<file path="src/rtl/src_reg_sel_pkg.sv">
// Shared definitions for the source register selector and its pointer ring.
package src_reg_sel_pkg;

  typedef enum logic [1:0] {
    ST_IDLE  = 2'd0,
    ST_FETCH = 2'd1,
    ST_HOLD  = 2'd2
  } state_e;

  localparam state_e RST_STATE = ST_IDLE;
  localparam logic   RST_OVF   = 1'b0;

endpackage

</file>
<file path="src/rtl/src_ptr_ring.sv">
// One-hot rotating pointer; advances one position per enabled edge, resets to bit 0.
module src_ptr_ring #(
  parameter int DEPTH = 3
) (
  input  logic             clk_i,
  input  logic             rst_ni,
  input  logic             adv_i,
  output logic [DEPTH-1:0] ptr_o
);

  localparam logic [DEPTH-1:0] PTR_RST = DEPTH'(1);

  logic [DEPTH-1:0] ptr_q;
  logic [DEPTH-1:0] ptr_d;

  always_comb begin
    ptr_d = ptr_q;
    if (adv_i) ptr_d = {ptr_q[DEPTH-2:0], ptr_q[DEPTH-1]};
  end

  always_ff @(posedge clk_i) begin
    if (!rst_ni) ptr_q <= PTR_RST;
    else         ptr_q <= ptr_d;
  end

  assign ptr_o = ptr_q;

endmodule

</file>
<file path="src/rtl/src_reg_sel.sv">
// Drains a rotating register bank in writer order and presents each entry on a valid/ready port.
//  state    | meaning
//  ST_IDLE  | no word held; wait for occupancy
//  ST_FETCH | select bank entry at rd pointer, capture at end of cycle
//  ST_HOLD  | captured word offered downstream until accepted
module src_reg_sel
  import src_reg_sel_pkg::*;
#(
  parameter int WIDTH = 8,
  parameter int DEPTH = 3
) (
  input  logic             clk_i,
  input  logic             rst_ni,
  input  logic             ldd_i,
  input  logic [WIDTH-1:0] rd_data_i,
  output logic [DEPTH-1:0] rsel_o,
  output logic [WIDTH-1:0] dout_o,
  output logic             out_valid_o,
  input  logic             out_ready_i,
  output logic             full_o,
  output logic             empty_o,
  output logic             ovf_o
);

  localparam int             CW       = $clog2(DEPTH + 1);
  localparam logic [CW-1:0]  CNT_FULL = CW'(DEPTH);

  state_e           state_q, state_d;
  logic [CW-1:0]    cnt_q, cnt_d;
  logic [WIDTH-1:0] dout_q, dout_d;
  logic             ovf_q, ovf_d;
  logic [DEPTH-1:0] rd_ptr;
  logic             hs;
  logic             ldd_acc;

  src_ptr_ring #(.DEPTH(DEPTH)) u_rd_ptr (
    .clk_i  (clk_i),
    .rst_ni (rst_ni),
    .adv_i  (hs),
    .ptr_o  (rd_ptr)
  );

  assign hs = (state_q == ST_HOLD) && out_ready_i;
  // A full bank still takes a write when the handshake frees a slot on the same edge.
  assign ldd_acc = ldd_i && ((cnt_q != CNT_FULL) || hs);

  always_comb begin
    cnt_d = cnt_q;
    ovf_d = ovf_q;
    if (ldd_acc && !hs)      cnt_d = cnt_q + CW'(1);
    else if (!ldd_acc && hs) cnt_d = cnt_q - CW'(1);
    if (ldd_i && !ldd_acc)   ovf_d = 1'b1;
  end

  always_comb begin
    state_d = state_q;
    dout_d  = dout_q;
    rsel_o  = '0;
    case (state_q)
      ST_IDLE: begin
        if (cnt_q != '0) state_d = ST_FETCH;
      end
      ST_FETCH: begin
        rsel_o  = rd_ptr;
        dout_d  = rd_data_i;
        state_d = ST_HOLD;
      end
      ST_HOLD: begin
        if (out_ready_i) state_d = ST_IDLE;
      end
      default: state_d = ST_IDLE;
    endcase
  end

  always_ff @(posedge clk_i) begin
    if (!rst_ni) begin
      state_q <= RST_STATE;
      cnt_q   <= '0;
      dout_q  <= '0;
      ovf_q   <= RST_OVF;
    end else begin
      state_q <= state_d;
      cnt_q   <= cnt_d;
      dout_q  <= dout_d;
      ovf_q   <= ovf_d;
    end
  end

  assign dout_o      = dout_q;
  assign out_valid_o = (state_q == ST_HOLD);
  assign full_o      = (cnt_q == CNT_FULL);
  assign empty_o     = (cnt_q == '0);
  assign ovf_o       = ovf_q;

endmodule

</file>
<file path="config.mk">
export PLATFORM = sky130hd
export DESIGN_NAME = src_reg_sel
export DESIGN_NICKNAME = d
export VERILOG_FILES = /design/src/rtl/src_reg_sel_pkg.sv /design/src/rtl/src_ptr_ring.sv /design/src/rtl/src_reg_sel.sv
export SDC_FILE = /design/constraint.sdc
export NUM_CORES = 1
export LEC_CHECK = 0
export CAP_MARGIN = 0
export CELL_PAD_IN_SITES_DETAIL_PLACEMENT = 1
export CELL_PAD_IN_SITES_GLOBAL_PLACEMENT = 1
export CORE_UTILIZATION = 31
export CTS_BUF_LIST = sky130_fd_sc_hd__clkbuf_4 sky130_fd_sc_hd__clkbuf_8
export CTS_CLUSTER_DIAMETER = 120
export CTS_CLUSTER_SIZE = 16
export DETAILED_ROUTE_END_ITERATION = 16
export PLACE_DENSITY = 0.88
export REMOVE_ABC_BUFFERS = 1
export SLEW_MARGIN = 5
export SYNTH_ARGS = -nofsm -noshare
export SYNTH_HDL_FRONTEND = slang
export SYNTH_SLANG_ARGS = --single-unit
</file>
<file path="constraint.sdc">
create_clock -name clk_i -period 2.1 [get_ports clk_i]
set_input_delay 0.21 -clock clk_i [delete_from_list [all_inputs] [get_ports clk_i]]
set_output_delay 0.21 -clock clk_i [all_outputs]
set_load 0.02 [all_outputs]
</file>
* Word-level counts from Yosys, hierarchy flattened
Index checks and enable logic that the tools add are counted.
Operators by class: reduce and logical (&&, ||, !) cells 13, muxes and demuxes 6, equal/unequal tests 6, $add $sub $neg 2
Operators with widths (count):
- $mux W2 | 4
- $pmux W2 S3 | 1
- $logic_and A1 B1 Y1 | 5
- $eq A2 B2 Y1 const B | 2
- $logic_not A2 Y1 | 2
- $ne A2 B2 Y1 const B | 2
- $reduce_bool A2 Y1 | 2
- $mux W3 | 1
- $add A2 B1 Y2 const B | 1
- $eq A2 B1 Y1 const B | 1
- $logic_not A1 Y1 | 2
- $ne A2 B1 Y1 const B | 1
- $reduce_and A2 Y1 | 1
- $sub A2 B1 Y2 const B | 1
- $logic_or A1 B1 Y1 | 1
Storage, ports and cells: flip-flop bits (word level) 16, input port bits 12, word-level logic and storage cells 32, output and inout port bits 15

* Depth between registers and ports, before layout
depth in word-level cells 8, depth in mapped cells 6

* Modules after synthesis
From an unflattened synthesis, not the netlist that was laid out.
Second synthesis, totals: cells, all modules 73, area total of the unflattened synthesis 665.6 um^2
By module, submodules not included:
- src_reg_sel | cells each 64, area each 559.3 um^2, times used 1
- src_ptr_ring | cells each 9, area each 106.4 um^2, times used 1

* Worst setup path after synthesis
No wires, ideal clock.
kind reg2reg, from register state_q[0], to register cnt_q[1], path buffers 0, setup slack 524 ps, period minus slack after synthesis 1576 ps, library setup time 70 ps, required time 2030 ps, cell stages (with the launch flop) 6, data arrival time 1506 ps, cells stage by stage dfxtp_1 > nand3b_2 > a21boi_0 > ha_1 > or3_1 > a21boi_1
On the way: cells in the longest elaborated chain, start to end 7, elaborated cells on any way between the ends 10, classes of those cells eq/ne (1); mux (1); reduce/logical (8)
RTL lines:
- from (decl) | RTL line src_reg_sel.sv:28 | state_e state_q, state_d;
- from (signal assigned) | RTL line src_reg_sel.sv:82 | state_q <= state_d;
- $eq A2 B2 Y1 * | RTL line src_reg_sel.sv:43 | assign hs = (state_q == ST_HOLD) && out_ready_i;
- $logic_and A1 B1 Y1 * | RTL line src_reg_sel.sv:43
- $logic_or A1 B1 Y1 | RTL line src_reg_sel.sv:45 | assign ldd_acc = ldd_i && ((cnt_q != CNT_FULL) || hs);
- $logic_and A1 B1 Y1 | RTL line src_reg_sel.sv:45
- $logic_not A1 Y1 | RTL line src_reg_sel.sv:51 | else if (!ldd_acc && hs) cnt_d = cnt_q - CW'(1);
- $logic_and A1 B1 Y1 | RTL line src_reg_sel.sv:51
- $reduce_bool A2 Y1 (no line)
- to (signal assigned) | RTL line src_reg_sel.sv:83 | cnt_q <= cnt_d;
- to (decl) | RTL line src_reg_sel.sv:29 | logic [CW-1:0] cnt_q, cnt_d;
Mark *: on every way between the ends. The rest lies on a longest branch, timed or not. A chain may end at the register's enable or synchronous reset.

* Worst setup path in the final report
from register state_q[0], to output rsel_o[1]
On the way: cells in the longest elaborated chain, start to end 2
RTL lines:
- $eq A2 B1 Y1 | RTL line src_reg_sel.sv:59 | case (state_q)
- $mux W3 | RTL line src_reg_sel.sv:59
- to (decl) | RTL line src_reg_sel.sv:16 | output logic [DEPTH-1:0] rsel_o,
Every way passes these cells.

==> metrics.md <==
| Metric | Value |
|---|---|
| Number of antenna violations at the first check in global routing | `0` |
| Reg2Reg Launch Point | `state_q[0]` |
| Worst setup skew after layout | `2.22 ps` |
| Final WL | `1500 um` |
| Setup Buffers After CTS | `0` |
| Max FO, Critical Path | `5` |
| Final cell count without fillers | `126` |
| X dimension of the die | `48.3 um` |
| Mapped Cells | `71` |
| Maximum Capacitance Violations | `0` |
| CP cell instances | `nor2b_2, and2_1, clkdlybuf4s50_1` |
| Number of cells on the worst hold path | `2` |
| Hold path startpoint | `dout_o[4]` |
| Number of failing setup endpoints in the final timing report | `0` |
| Cts bufs inserted | `3` |
| Worst setup slack after layout | `217 ps` |
| Average wire length per cell after detail routing | `11.9 um` |
| Layout overhead on the synthesized area | `48.5%` |
| Synth top area cells | `sky130_fd_sc_hd__dfxtp_1 (48%), sky130_fd_sc_hd__a21boi_1 (10%), sky130_fd_sc_hd__nand2_1 (9.6%)` |
| Post-cts repair resize count | `0` |
| Total of buffers placed on input and output ports | `26` |
| Synthesized cell area | `663 sq um` |
| # DRC | `0` |
| Total gr overflow | `0` |
| Tot GR Track Use | `15.8%` |
| Number of vias per cell | `4.53` |
| Slew at the pin with the worst max-slew slack | `481 ps` |
| Pre-CTS setup slack | `74.9 ps` |
| Placer's final routability congestion estimate | `0.655` |
| Worst hold margin | `454 ps` |
| Endpoint of the worst-slack reg-to-reg timing path | `cnt_q[1]` |
| Worst rel slew slack | `67.9%` |
| Most used cells in the layout excluding fill and tap cells | `sky130_fd_sc_hd__clkdlybuf4s50_1 (26), sky130_fd_sc_hd__nand2_1 (17), sky130_fd_sc_hd__dfxtp_1 (16)` |
| Clock Tree Root | `sky130_fd_sc_hd__clkbuf_4` |
| First-pass GRT wire length | `2480 um` |
| Max stage delay on crit path | `600 ps` |
| Core Footprint | `0.00198 sq mm` |
| Starting density of the core | `33.5%` |
| Height of the chip | `48.3 um` |
| Worst path slowest cell | `sky130_fd_sc_hd__clkdlybuf4s50_1` |
| Clk pwr share | `25.3%` |
| Placed cell count | `122` |
| Part of the Yosys area used for sequential elements | `48.3%` |
| Total area of multi-input combinational cells | `327 sq um` |
| Area leader, netlist | `sky130_fd_sc_hd__dfxtp_1` |
| Most common cell after layout, fill and taps aside | `sky130_fd_sc_hd__clkdlybuf4s50_1` |
| RSZ-0062 raised after global routing | `false` |
| Total power divided by cell area | `812 mW/mm^2` |
| Worst-skew pair later-pin latency | `280 ps` |
| Data required time of the critical path | `1890 ps` |
| Total Nets Final | `113` |
| Element type at the critical path end | `output pin` |
| Setup total negative slack | `0 ps` |
| Type of the worst min-delay path | `reg2reg` |
| Proportion of power drawn by combinational gates | `29.2%` |
| Number of standard-cell rows in the floorplan | `16` |
| End point of the most critical hold path | `dout_o[4]` |
| Fmax | `531 MHz` |
| Clock slew at reported path FFs | `90 ps` |
| Inserted Diodes | `0` |
| Internal power | `0.563 mW` |
| Sw frac | `29.6%` |
| Critical Setup Path Class | `reg2out` |
| Finished Cell Area | `985 sq um` |
| Data arrival time at the worst-slack endpoint | `1670 ps` |
| Clock tree from TritonCTS | `done` |
| Setup crit start kind | `flop` |
| Sw power | `0.237 mW` |
| Shortest clock period the worst path allows after layout | `1880 ps` |
| H-tree level count | `1` |
| Floorplan die area | `0.00233 sq mm` |
| Vias in the first global route | `572` |
| Leak pwr | `0.376 nW` |
| Depth of the most critical reg-to-reg path | `5` |
| Hold violation total from the final report | `0` |
| Hold buffer count at cts | `0` |
| Antenna viol nets, final | `0` |
| Length of the first detailed-routing pass in iterations | `4` |
| Final worst path period share | `89.7%` |
| Total via count in the routed design | `571` |
| Register-to-register path setup slack | `330 ps` |
| IO Pins | `27` |
| Distinct cell type count after synthesis | `23` |
| Share of total power in sequential cells | `45.5%` |
| Starting DRC count in detailed routing | `5` |
| Yosys Warn Count | `0` |
| Synthesized flop and latch total | `16` |
| Estimated wirelength of the detail-placed design | `1090 um` |
| Instance area after placement | `948 sq um` |
| Mean instance size in the synthesized netlist | `9.34 sq um` |
| Largest net degree at the start of global routing | `17` |
| Sink count of the clock tree | `16` |
| Portion of synthesized cell area occupied by the leading cell type | `48.3%` |
| Seq. cell area | `320 sq um` |
| Outcome | `finished clean` |
| Largest vdd supply drop | `0.399 mV` |
| Proportion of layout cells with a drive suffix above 1 | `8.08%` |
| Final Slew Violations | `0` |
| Fill cell count | `237` |
| Buffer depth of the longest clock path | `2` |
[worst max-delay path by stage]
stage	slack (ps)	to	depth (start not counted)	from
detailed placement	70	cnt_q[1]	6	out_ready_i
floorplan	520	cnt_q[1]	5	state_q[0]
finish	220	rsel_o[1]	3	state_q[0]
global route	110	rsel_o[1]	3	state_q[0]
global placement	220	cnt_q[1]	6	out_ready_i
CTS	200	rsel_o[1]	3	state_q[0]
[cell families after synthesis]
logic type	Yosys count	synth area share [%]
AOI/OAI and AO/OA	13	14.2
buffers and inverters	3	2.45
adders and majority gates	1	1.89
and+or+nand+nor	33	26.0
muxes	3	4.53
xor gates and xnor gates	2	2.64
DFF	16	48.3
[cell type report]
class / count / area share [%]
multi-input combinational: 52 / 33.2
sequential: 16 / 32.5
timing repair buffer: 27 / 27.2
clock buffer: 4 / 3.68
tap: 27 / 3.43
[synth_stat cells, drive strengths merged]
cell and n:
a21boi 10, a31oi 1, and2 5, buf 2, clkbuf 1, dfxtp 16, ha 1, mux2i 3
nand2 17, nand2b 1, nand3b 1, nor2 1, nor2b 6, nor4b 1, o21a 1, o21ai 1
or3 1, xnor2 1, xor2 1
[stage by stage]
step / util (%) / power, mW
detailed placement: 47.9 / 0.606
global placement: 47.9 / 0.598
floorplan: - / 0.491
CTS: 49.7 / 0.814
finish: 49.7 / 0.800
global route: 49.7 / 0.850
[power groups by stage]
stage               clock network, mW  registers (mW)  logic (mW)
finish                          0.202           0.364       0.233
global route                    0.223           0.370       0.257
CTS                             0.213           0.364       0.237
detailed placement                  0           0.371       0.235
global placement                    0           0.368       0.230
floorplan                           0           0.385       0.106
[worst max-delay path: cells and delay by family (launching register included)]
| kind | cells | cell delay (ps) |
|---|---|---|
| simple gates | 2 | 390 |
| buf+inv | 1 | 600 |
| flops | 1 | 410 |
[state kept, by name, summed over array words and instances (netlist names)]
signal          flops
cnt_q               2
dout_o              8
ovf_o               1
u_rd_ptr.ptr_o      3
state_q             2
[routing by layer]
metal  GRT usage [%]  share of wire (%)  vias up
met5               0                  0        -
met2            26.7                 49       21
met1            19.2                 44      256
li1                -                  -      290
met4            8.33                1.2        0
met3            2.22                6.0        4
No activity file was read; power rests on OpenSTA's default activity.
